===== src/rtl/puf_eval_sequencer_if.sv =====
// -----------------------------------------------------------------------------
// puf_eval_sequencer_if
// Request/response bundle between the I/O wrapper and the PUF evaluation
// sequencer.
//   i_start      : request one response word (wrapper -> sequencer)
//   i_seed       : first challenge of the run, sampled with an accepted i_start
//   o_busy       : run in progress (sequencer -> wrapper)
//   o_resp_word  : majority-voted response word
//   o_resp_valid : response word available
//   i_resp_ready : wrapper accepts the word
//   o_unstable   : at least one bit of the word had non-unanimous votes
// Modports: master = wrapper side, slave = sequencer side.
// -----------------------------------------------------------------------------
interface puf_eval_sequencer_if #(
    parameter int C_LENGTH  = 8,
    parameter int RESP_BITS = 8
);
    logic                 i_start;
    logic [C_LENGTH-1:0]  i_seed;
    logic                 o_busy;
    logic [RESP_BITS-1:0] o_resp_word;
    logic                 o_resp_valid;
    logic                 i_resp_ready;
    logic                 o_unstable;

    modport master (
        output i_start, i_seed, i_resp_ready,
        input  o_busy, o_resp_word, o_resp_valid, o_unstable
    );

    modport slave (
        input  i_start, i_seed, i_resp_ready,
        output o_busy, o_resp_word, o_resp_valid, o_unstable
    );
endinterface


===== src/rtl/puf_eval_sequencer.sv =====
// -----------------------------------------------------------------------------
// puf_eval_sequencer
// Drives an arbiter PUF: walks RESP_BITS consecutive challenges starting at a
// seed, fires one race pulse per evaluation, evaluates every challenge
// VOTE_COUNT times, majority-votes the synchronised responses and returns the
// packed word over a valid/ready handshake.
// Ports:
//   clk, rst_n   : system clock, asynchronous active-low reset
//   bus          : request/response bundle (slave modport)
//   o_challenge  : challenge to the delay-line mux selects
//   o_pulse      : race launch pulse into the delay line
//   i_response   : arbiter flop output, asynchronous to clk
// Each evaluation spends SETTLE_CYCLES with the pulse low, CAPTURE_CYCLES with
// the pulse high, then 2 sample cycles with the pulse still high; the response
// is taken on the last sample cycle.
// -----------------------------------------------------------------------------
module puf_eval_sequencer #(
    parameter int C_LENGTH       = 8,
    parameter int RESP_BITS      = 8,
    parameter int VOTE_COUNT     = 5,
    parameter int SETTLE_CYCLES  = 2,
    parameter int CAPTURE_CYCLES = 2
) (
    input  logic                clk,
    input  logic                rst_n,
    puf_eval_sequencer_if.slave bus,
    output logic [C_LENGTH-1:0] o_challenge,
    output logic                o_pulse,
    input  logic                i_response
);

    // Phase counter must cover the longest timed state (SAMPLE is 2 cycles).
    localparam int CNT_MAX = (SETTLE_CYCLES > CAPTURE_CYCLES)
                           ? ((SETTLE_CYCLES > 2) ? SETTLE_CYCLES : 2)
                           : ((CAPTURE_CYCLES > 2) ? CAPTURE_CYCLES : 2);
    localparam int CNT_W   = $clog2(CNT_MAX);
    localparam int VOTE_W  = $clog2(VOTE_COUNT + 1);
    localparam int BIT_W   = (RESP_BITS > 1) ? $clog2(RESP_BITS) : 1;

    localparam logic [CNT_W-1:0]  SETTLE_LAST  = CNT_W'(SETTLE_CYCLES - 1);
    localparam logic [CNT_W-1:0]  CAPTURE_LAST = CNT_W'(CAPTURE_CYCLES - 1);
    localparam logic [CNT_W-1:0]  SAMPLE_LAST  = CNT_W'(1);
    localparam logic [VOTE_W-1:0] VOTE_TOTAL   = VOTE_W'(VOTE_COUNT);
    localparam logic [VOTE_W-1:0] VOTE_HALF    = VOTE_W'(VOTE_COUNT / 2);
    localparam logic [BIT_W-1:0]  BIT_LAST     = BIT_W'(RESP_BITS - 1);

    // Elaboration-time parameter sanity.
    if (VOTE_COUNT < 1 || VOTE_COUNT > 15 || (VOTE_COUNT % 2) == 0) begin : g_bad_vote
        $error("puf_eval_sequencer: VOTE_COUNT must be odd and in 1..15");
    end
    if (SETTLE_CYCLES < 1 || CAPTURE_CYCLES < 1) begin : g_bad_timing
        $error("puf_eval_sequencer: SETTLE_CYCLES and CAPTURE_CYCLES must be >= 1");
    end

    typedef enum logic [2:0] {
        ST_IDLE,
        ST_SETTLE,
        ST_LAUNCH,
        ST_SAMPLE,
        ST_DONE
    } state_t;

    state_t               state, state_nxt;
    logic [CNT_W-1:0]     phase_cnt;
    logic [VOTE_W-1:0]    vote_cnt, ones_cnt;
    logic [VOTE_W-1:0]    vote_inc, ones_inc;
    logic [BIT_W-1:0]     bit_idx;
    logic [C_LENGTH-1:0]  chal_q;
    logic [RESP_BITS-1:0] word_q;
    logic                 unstable_q;
    logic                 pulse_q, busy_q, valid_q;
    logic [1:0]           sync_q;
    logic                 resp_sync;

    logic start_acc;
    logic phase_last;
    logic sample_now;
    logic vote_done;
    logic bit_last;

    assign resp_sync = sync_q[1];

    // -------------------------------------------------------------------------
    // Two-flop synchroniser for the arbiter output (asynchronous to clk).
    // -------------------------------------------------------------------------
    always_ff @(posedge clk or negedge rst_n) begin
        // NOTE: sequential state uses non-blocking assignments so every flop
        // samples pre-edge values regardless of process ordering.
        if (!rst_n) begin
            sync_q <= '0;
        end else begin
            sync_q <= {sync_q[0], i_response};
        end
    end

    // -------------------------------------------------------------------------
    // FSM state register
    // -------------------------------------------------------------------------
    always_ff @(posedge clk or negedge rst_n) begin
        if (!rst_n) begin
            state <= ST_IDLE;
        end else begin
            state <= state_nxt;
        end
    end

    // -------------------------------------------------------------------------
    // Next-state and per-cycle decode
    // -------------------------------------------------------------------------
    always_comb begin
        // NOTE: every output of this block gets a default first, so no path
        // leaves a signal unassigned and no latch is inferred.
        state_nxt  = state;
        start_acc  = 1'b0;
        phase_last = 1'b0;
        sample_now = 1'b0;
        vote_inc   = vote_cnt + VOTE_W'(1);
        ones_inc   = ones_cnt + VOTE_W'(resp_sync);
        vote_done  = (vote_inc == VOTE_TOTAL);
        bit_last   = (bit_idx == BIT_LAST);

        case (state)
            ST_IDLE: begin
                if (bus.i_start) begin
                    start_acc = 1'b1;
                    state_nxt = ST_SETTLE;
                end
            end
            ST_SETTLE: begin
                phase_last = (phase_cnt == SETTLE_LAST);
                if (phase_last) state_nxt = ST_LAUNCH;
            end
            ST_LAUNCH: begin
                phase_last = (phase_cnt == CAPTURE_LAST);
                if (phase_last) state_nxt = ST_SAMPLE;
            end
            ST_SAMPLE: begin
                phase_last = (phase_cnt == SAMPLE_LAST);
                sample_now = phase_last;
                if (phase_last) begin
                    state_nxt = (vote_done && bit_last) ? ST_DONE : ST_SETTLE;
                end
            end
            ST_DONE: begin
                // i_start is deliberately not looked at here.
                if (bus.i_resp_ready) state_nxt = ST_IDLE;
            end
            default: state_nxt = ST_IDLE;
        endcase
    end

    // -------------------------------------------------------------------------
    // Phase counter: restarts at every state entry, idles at 0 outside the
    // timed states.
    // -------------------------------------------------------------------------
    always_ff @(posedge clk or negedge rst_n) begin
        if (!rst_n) begin
            phase_cnt <= '0;
        end else if (phase_last || state == ST_IDLE || state == ST_DONE) begin
            phase_cnt <= '0;
        end else begin
            phase_cnt <= phase_cnt + CNT_W'(1);
        end
    end

    // -------------------------------------------------------------------------
    // Registered outputs decoded from the next state, so the race pulse comes
    // straight from a flop and cannot glitch; the async reset drops it at once.
    // -------------------------------------------------------------------------
    always_ff @(posedge clk or negedge rst_n) begin
        if (!rst_n) begin
            pulse_q <= 1'b0;
            busy_q  <= 1'b0;
            valid_q <= 1'b0;
        end else begin
            pulse_q <= (state_nxt == ST_LAUNCH) || (state_nxt == ST_SAMPLE);
            busy_q  <= (state_nxt == ST_SETTLE) || (state_nxt == ST_LAUNCH)
                    || (state_nxt == ST_SAMPLE);
            valid_q <= (state_nxt == ST_DONE);
        end
    end

    // -------------------------------------------------------------------------
    // Vote accumulation, word packing and challenge stepping.
    // The challenge only moves on the SAMPLE->SETTLE edge, the same edge that
    // drops the pulse, so it never changes while the pulse is high.
    // -------------------------------------------------------------------------
    always_ff @(posedge clk or negedge rst_n) begin
        if (!rst_n) begin
            chal_q     <= '0;
            vote_cnt   <= '0;
            ones_cnt   <= '0;
            bit_idx    <= '0;
            word_q     <= '0;
            unstable_q <= 1'b0;
        end else if (start_acc) begin
            chal_q     <= bus.i_seed;
            vote_cnt   <= '0;
            ones_cnt   <= '0;
            bit_idx    <= '0;
            unstable_q <= 1'b0;
        end else if (sample_now) begin
            if (!vote_done) begin
                vote_cnt <= vote_inc;
                ones_cnt <= ones_inc;
            end else begin
                word_q[bit_idx] <= (ones_inc > VOTE_HALF);
                if (ones_inc != '0 && ones_inc != VOTE_TOTAL) begin
                    unstable_q <= 1'b1;
                end
                vote_cnt <= '0;
                ones_cnt <= '0;
                if (!bit_last) begin
                    bit_idx <= bit_idx + BIT_W'(1);
                    chal_q  <= chal_q + C_LENGTH'(1);
                end
            end
        end
    end

    assign o_challenge      = chal_q;
    assign o_pulse          = pulse_q;
    assign bus.o_busy       = busy_q;
    assign bus.o_resp_valid = valid_q;
    assign bus.o_resp_word  = word_q;
    assign bus.o_unstable   = unstable_q;

endmodule


===== src/flat_wrapper.sv =====
// flat-port wrapper written by rule: the top's interface ports become plain ports
module puf_eval_sequencer_flat 
#(
    parameter int C_LENGTH       = 8,
    parameter int RESP_BITS      = 8,
    parameter int VOTE_COUNT     = 5,
    parameter int SETTLE_CYCLES  = 2,
    parameter int CAPTURE_CYCLES = 2
)
  (clk, rst_n, o_challenge, o_pulse, i_response, bus_i_start, bus_i_seed, bus_i_resp_ready, bus_o_busy, bus_o_resp_word, bus_o_resp_valid, bus_o_unstable);
  puf_eval_sequencer_if #(.C_LENGTH(C_LENGTH), .RESP_BITS(RESP_BITS)) bus_i ();
  input  logic clk;
  input  logic rst_n;
  output logic [C_LENGTH-1:0] o_challenge;
  output logic o_pulse;
  input  logic i_response;
  input wire logic [$bits(bus_i.i_start)-1:0] bus_i_start;
  input wire logic [$bits(bus_i.i_seed)-1:0] bus_i_seed;
  input wire logic [$bits(bus_i.i_resp_ready)-1:0] bus_i_resp_ready;
  output wire logic [$bits(bus_i.o_busy)-1:0] bus_o_busy;
  output wire logic [$bits(bus_i.o_resp_word)-1:0] bus_o_resp_word;
  output wire logic [$bits(bus_i.o_resp_valid)-1:0] bus_o_resp_valid;
  output wire logic [$bits(bus_i.o_unstable)-1:0] bus_o_unstable;
  assign bus_i.i_start = bus_i_start;
  assign bus_i.i_seed = bus_i_seed;
  assign bus_i.i_resp_ready = bus_i_resp_ready;
  assign bus_o_busy = bus_i.o_busy;
  assign bus_o_resp_word = bus_i.o_resp_word;
  assign bus_o_resp_valid = bus_i.o_resp_valid;
  assign bus_o_unstable = bus_i.o_unstable;
  puf_eval_sequencer #(.C_LENGTH(C_LENGTH), .RESP_BITS(RESP_BITS), .VOTE_COUNT(VOTE_COUNT), .SETTLE_CYCLES(SETTLE_CYCLES), .CAPTURE_CYCLES(CAPTURE_CYCLES)) u_core (.clk(clk), .rst_n(rst_n), .bus(bus_i), .o_challenge(o_challenge), .o_pulse(o_pulse), .i_response(i_response));
endmodule

===== config.mk =====
export PLATFORM = sky130hd
export DESIGN_NAME = puf_eval_sequencer_flat
export DESIGN_NICKNAME = d
export VERILOG_FILES = /design/src/rtl/puf_eval_sequencer_if.sv /design/src/rtl/puf_eval_sequencer.sv /design/src/flat_wrapper.sv
export SDC_FILE = /design/constraint.sdc
export NUM_CORES = 1
export LEC_CHECK = 0
export CORE_ASPECT_RATIO = 1.25
export CORE_MARGIN = 3
export CORE_UTILIZATION = 51
export CTS_BUF_LIST = sky130_fd_sc_hd__clkbuf_16
export CTS_CLUSTER_DIAMETER = 40
export CTS_CLUSTER_SIZE = 14
export DETAILED_ROUTE_END_ITERATION = 7
export GPL_TIMING_DRIVEN = 0
export PLACE_DENSITY = 0.87
export SYNTH_ARGS = -nofsm -noshare
export SYNTH_HDL_FRONTEND = slang
export SYNTH_SLANG_ARGS = --single-unit

===== constraint.sdc =====
create_clock -name clk -period 3.1 [get_ports clk]
set_clock_uncertainty 0.1 [all_clocks]
set_input_delay 0.775 -clock clk [delete_from_list [all_inputs] [get_ports clk]]
set_output_delay 0.775 -clock clk [all_outputs]
set_load 0.1 [all_outputs]

==> flow_summary.json, run 1 <==
{
  "status": "finished clean",
  "initial_utilization": 0.543,
  "die_w_um": 58.6,
  "critical_path.top_delay_family": "buffers and inverters",
  "chipHeight_um": 71.8,
  "drive_above_1_share": 0.107,
  "synth-main-ff-cell": "dfrtp_1",
  "leakagePower_nw": 0.993,
  "track_usage": 0.223,
  "ctsHtreeMaxLevel": 2,
  "rsz0062_at_grt": "no",
  "synth_cell_types": 34,
  "drt_iter0_drc": 53,
  "cpPeakStageDelay_ps": 1190,
  "slew_headroom": 0.327,
  "period_share": 0.906,
  "cts_made_buffers": 5,
  "seq_area_frac_synth": 0.496,
  "fill_cells": 256,
  "grt_antenna_before_repair": 0,
  "grt_max_degree": 36,
  "port_buffers": 32,
  "hold_violations": 0,
  "hold_class": "flop to flop",
  "synth_edf_count": 0,
  "synth_top_cell_area_share": 0.496,
  "fin_crit_ps": 2810,
  "maxCapViolCount": 0,
  "peakVddDrop_uv": 844,
  "root_buffer": "clkbuf_16",
  "powerDensity_nw_per_um2": 1030,
  "diodes": 0,
  "cts.hold.buffers_added": 0,
  "core.rowCount": 23,
  "critPathCaptureType": "output pin",
  "core_area_um2": 3250,
  "synth-xor-area-share": 0.0446,
  "synth_fa_ha_area_frac": 0.0496,
  "finalWorstSetupSlack_ps": 293,
  "final_net_count": 226,
  "yosysWarningCount": 0,
  "setup_violations": 0,
  "crit_type": "flop to output pin",
  "critPathRequiredTime_ps": 2220,
  "clkTransAtPathRegs_ps": 50,
  "startpoint_type": "flop",
  "grt_pass1_vias": 1545,
  "worstPathArrival_ps": 1930,
  "worstMarginPinSlew_ps": 1010,
  "fmax_ghz": 0.356,
  "fin_tns_setup_ps": 0,
  "post_cts_buffers": 0,
  "first_pass_iters": 4,
  "clock_path_buffers": 2,
  "wl_per_cell_um": 16.9,
  "synth_nets": 187,
  "cts_tree": "built",
  "cts_resized": 0,
  "dieArea_um2": 4210,
  "insertion_delay_ps": 280,
  "crit_slowest_cell": "clkdlybuf4s50_1",
  "async_flop_share": 1.00,
  "total_power_mw": 2.33,
  "clock-sinks": 35,
  "pre_cts_slack_ps": 71.8,
  "cp_num_buf_inv": 1,
  "drt-total-wl_um": 4120,
  "crit_fanout": 6,
  "dp_hpwl_um": 2840,
  "final_cell_mix": "dfrtp_1 (35), clkdlybuf4s50_1 (31), nand2_1 (18)",
  "grt_overflow": 0,
  "yosys_register_bits": 35,
  "vias": 1453,
  "place.gp.congestion": 0.742,
  "synth_compound_area_frac": 0.109,
  "synth-simple-area-share": 0.191,
  "grt_pass1_wl_um": 7010,
  "synthMuxAreaShare": 0.0680,
  "yosysTopAreaCell": "dfrtp_1",
  "maxSlewViolCount": 0,
  "yosys-top-cells-area": "dfrtp_1 (50%), mux2_2 (5.1%), ha_1 (5.0%)",
  "layout.cells.non_filler": 243,
  "avgSynthCellArea_um2": 10.6,
  "drc": 0,
  "layout_commonest_cell": "dfrtp_1",
  "cp_cell_sequence": "clkdlybuf4s50_1",
  "placedCellCount": 236,
  "synth_top_family_by_area": "simple AND/OR/NAND/NOR gates",
  "ioPinCount": 33,
  "synth_area_um2": 1770,
  "vias_per_cell": 5.98,
  "area_growth_syn_to_layout_pct": 28.0,
  "syn_inst": 167,
  "ant_nets": 0
}
[Yosys cell counts, types with 2 or more instances]
master and number:
nand2b_1 4, o31a_1 6, xnor2_1 6, a22o_1 3, xor2_1 3, nand3_1 7
nor2_1 10, nor3_1 3, a21oi_1 5, ha_1 7, nand2_1 18, nor4b_1 3
mux2i_1 3, inv_1 5, buf_6 2, nor4_1 6, buf_2 2, mux2_2 8
clkbuf_1 5, nand4_1 3, o21ai_0 11, dfrtp_1 35
[cell families (layout without fill, tap and decap cells)]
kind of cell / Yosys count / after routing
flops: 35 / 35
simple gates: 61 / 61
buf+inv: 15 / 54
compound gates: 29 / 29
mux: 11 / 11
xor+xnor: 9 / 9
fa+ha+maj: 7 / 7
[final timing paths]
path                                  startpoint  depth (start not counted)  slack [ps]                     to
max                        u_core.o_challenge[0]                          1         290         o_challenge[0]
min                             u_core.sync_q[0]                          0         260       u_core.sync_q[1]
max in group asynchronous                  rst_n                          1        1930  u_core.o_challenge[1]
min in group asynchronous                  rst_n                          1         470     u_core.ones_cnt[0]
max reg2reg                      u_core.state[0]                          5         760  u_core.o_challenge[3]
min reg2reg                     u_core.sync_q[0]                          0         260       u_core.sync_q[1]
[state kept, by name, indices dropped and copies added, names as in the netlist]
name and flops:
u_core.bus.o_resp_valid 1, u_core.vote_cnt 3, u_core.sync_q 2, u_core.o_challenge 8, u_core.bus.o_resp_word 8, u_core.o_pulse 1
u_core.bus.o_busy 1, u_core.phase_cnt 1, u_core.state 3, u_core.bit_idx 3, u_core.bus.o_unstable 1, u_core.ones_cnt 3
[layout make-up]
| class | count | area [µm²] | area share |
|---|---|---|---|
| sequential | 35 | 876 | 0.387 |
| multi-input combinational | 117 | 817 | 0.361 |
| timing repair buffer | 32 | 315 | 0.139 |
| clock buffer | 5 | 125 | 0.0553 |
| buffer | 10 | 55.1 | 0.0243 |
| tap | 37 | 46.3 | 0.0205 |
| inverter | 5 | 18.8 | 0.00830 |
| clock inverter | 2 | 8.76 | 0.00387 |
[per-stage QoR]
step / utilization / cell area [µm²] / hold slack [ps]
floorplan: - / 1770 / 231
global placement: 0.656 / 2130 / 235
detailed placement: 0.654 / 2130 / 262
CTS: 0.696 / 2260 / 273
global route: 0.696 / 2260 / 272
finish: 0.696 / 2260 / 264
[report_power, final]
| group | total, mW | leakage, nW | internal (mW) | switching [mW] |
|---|---|---|---|---|
| combinational | 1.16 | 0.476 | 0.322 | 0.840 |
| sequential | 0.694 | 0.450 | 0.578 | 0.116 |
| clock | 0.469 | 0.0671 | 0.288 | 0.181 |
| total | 2.33 | 0.993 | 1.19 | 1.14 |
[per-layer routing]
metal	wire length (µm)	part of all wire	track usage	vias to the layer above
met3	230	0.056	0.0595	11
li1	-	-	-	673
met1	1540	0.37	0.248	718
met5	0	0	0	-
met2	2260	0.55	0.391	51
met4	90	0.022	0.0982	0
Note: power is estimated with default switching activity, not from simulation.
==> run 2, diff against run 1 <==
- GPL_ROUTABILITY_DRIVEN: default -> 0
- SLEW_MARGIN: default -> 20
==> run 2 against run 1 <==
  * Fmax about the same
  * Critical path depth unchanged
  * Routed wire length down 3.8%
  * Power down 0.13%
  * Global-route usage about the same
  * Hold slack worse by 9.4 ps
  * Flip-flop and latch count unchanged
  * Final cell count up 0.82%
  * Combinational power about the same
  * Critical path type unchanged
  * Critical endpoint unchanged
  * Largest power group unchanged
  * Highest routed layer unchanged
==> flow_summary.json, run 2 (synthesized netlist as in run 1, its figures left out) <==
{
  "worstMarginPinSlew_ps": 989,
  "cpPeakStageDelay_ps": 1190,
  "fmax_ghz": 0.356,
  "core_area_um2": 3250,
  "slew_headroom": 0.338,
  "peakVddDrop_uv": 865,
  "hold_violations": 0,
  "fill_cells": 248,
  "maxCapViolCount": 0,
  "vias": 1430,
  "area_growth_syn_to_layout_pct": 29.7,
  "wl_per_cell_um": 16.2,
  "drt-total-wl_um": 3960,
  "dieArea_um2": 4210,
  "dp_hpwl_um": 2850,
  "ant_nets": 0,
  "setup_violations": 0,
  "track_usage": 0.223,
  "fin_tns_setup_ps": 0,
  "cts_tree": "built",
  "post_cts_buffers": 0,
  "cts_made_buffers": 5,
  "leakagePower_nw": 1.01,
  "grt_pass1_wl_um": 6980,
  "die_w_um": 58.6,
  "vias_per_cell": 5.84,
  "finalWorstSetupSlack_ps": 292,
  "grt_pass1_vias": 1556,
  "maxSlewViolCount": 0,
  "crit_type": "flop to output pin",
  "initial_utilization": 0.543,
  "core.rowCount": 23,
  "drt_iter0_drc": 32,
  "drc": 0,
  "hold_class": "flop to flop",
  "critPathCaptureType": "output pin",
  "multi_input_area_um2": 817,
  "seq_area_um2": 876,
  "insertion_delay_ps": 280,
  "ioPinCount": 33,
  "worstPathArrival_ps": 1930,
  "critPathRequiredTime_ps": 2220,
  "clock_path_buffers": 2,
  "period_share": 0.906,
  "critical_path.top_delay_family": "buffers and inverters",
  "layout_commonest_cell": "dfrtp_1",
  "clkTransAtPathRegs_ps": 50,
  "pre_cts_slack_ps": 30.4,
  "crit_slowest_cell": "clkdlybuf4s50_1",
  "grt_overflow": 0,
  "grt_antenna_before_repair": 0,
  "final_net_count": 227,
  "clock-sinks": 35,
  "powerDensity_nw_per_um2": 1010,
  "cts.hold.buffers_added": 0,
  "cp_num_buf_inv": 1,
  "fin_crit_ps": 2810,
  "root_buffer": "clkbuf_16",
  "port_buffers": 32,
  "total_power_mw": 2.32,
  "drive_above_1_share": 0.106,
  "grt_max_degree": 21,
  "rsz0062_at_grt": "no",
  "final_cell_mix": "dfrtp_1 (35), clkdlybuf4s50_1 (31), nand2_1 (18)",
  "ctsHtreeMaxLevel": 2,
  "cts_resized": 0,
  "first_pass_iters": 4,
  "startpoint_type": "flop",
  "crit_fanout": 6,
  "status": "finished clean",
  "diodes": 0,
  "cp_cell_sequence": "clkdlybuf4s50_1",
  "chipHeight_um": 71.8
}
run 2: changes by cell type in the layout (fill, tap and decap cells not counted), sizes merged:
cell,delta
buf,+1
inv,+1
run 2: final timing paths:
| kind | start | endpoint | slack [ps] | cells past startpoint |
|---|---|---|---|---|
| min in group asynchronous | rst_n | u_core.ones_cnt[2] | 320 | 1 |
| hold / removal | u_core.sync_q[0] | u_core.sync_q[1] | 250 | 0 |
| setup reg to reg | u_core.state[0] | u_core.o_challenge[4] | 720 | 5 |
| setup / recovery | u_core.o_challenge[0] | o_challenge[0] | 290 | 1 |
| max in group asynchronous | rst_n | u_core.o_challenge[1] | 2140 | 2 |
| hold reg to reg | u_core.sync_q[0] | u_core.sync_q[1] | 250 | 0 |
run 2: area by class of cell:
cell class / count / share of cell area
well taps: 37 / 0.0202
repair buffers: 33 / 0.150
clock buffers: 5 / 0.0546
flip-flops and latches: 35 / 0.382
clock inverters: 3 / 0.00491
multi-input cells: 117 / 0.356
inverters: 5 / 0.00819
plain buffers: 10 / 0.0240
run 2: metrics by stage:
stage	cell area, µm²	util	hold slack [ps]	cells
after CTS	2290	0.705	261	245
after floorplan	1770	-	231	167
after global placement	2130	0.656	235	236
after global routing	2290	0.705	272	245
final	2290	0.705	255	245
after detailed placement	2160	0.663	250	237
run 2: per-layer routing:
| layer | wire, µm | vias up | global-route usage |
|---|---|---|---|
| met1 | 1530 | 708 | 0.240 |
| met5 | 0 | - | 0 |
| met3 | 204 | 9 | 0.0739 |
| met4 | 76 | 0 | 0.0982 |
| li1 | - | 682 | - |
| met2 | 2150 | 31 | 0.390 |
run 2: where the power goes:
group | leakage (nW) | internal (mW) | switching, mW | total (mW)
clock | 0.0701 | 0.288 | 0.177 | 0.465
sequential | 0.450 | 0.578 | 0.114 | 0.692
combinational | 0.489 | 0.325 | 0.840 | 1.16
total | 1.01 | 1.19 | 1.13 | 2.32
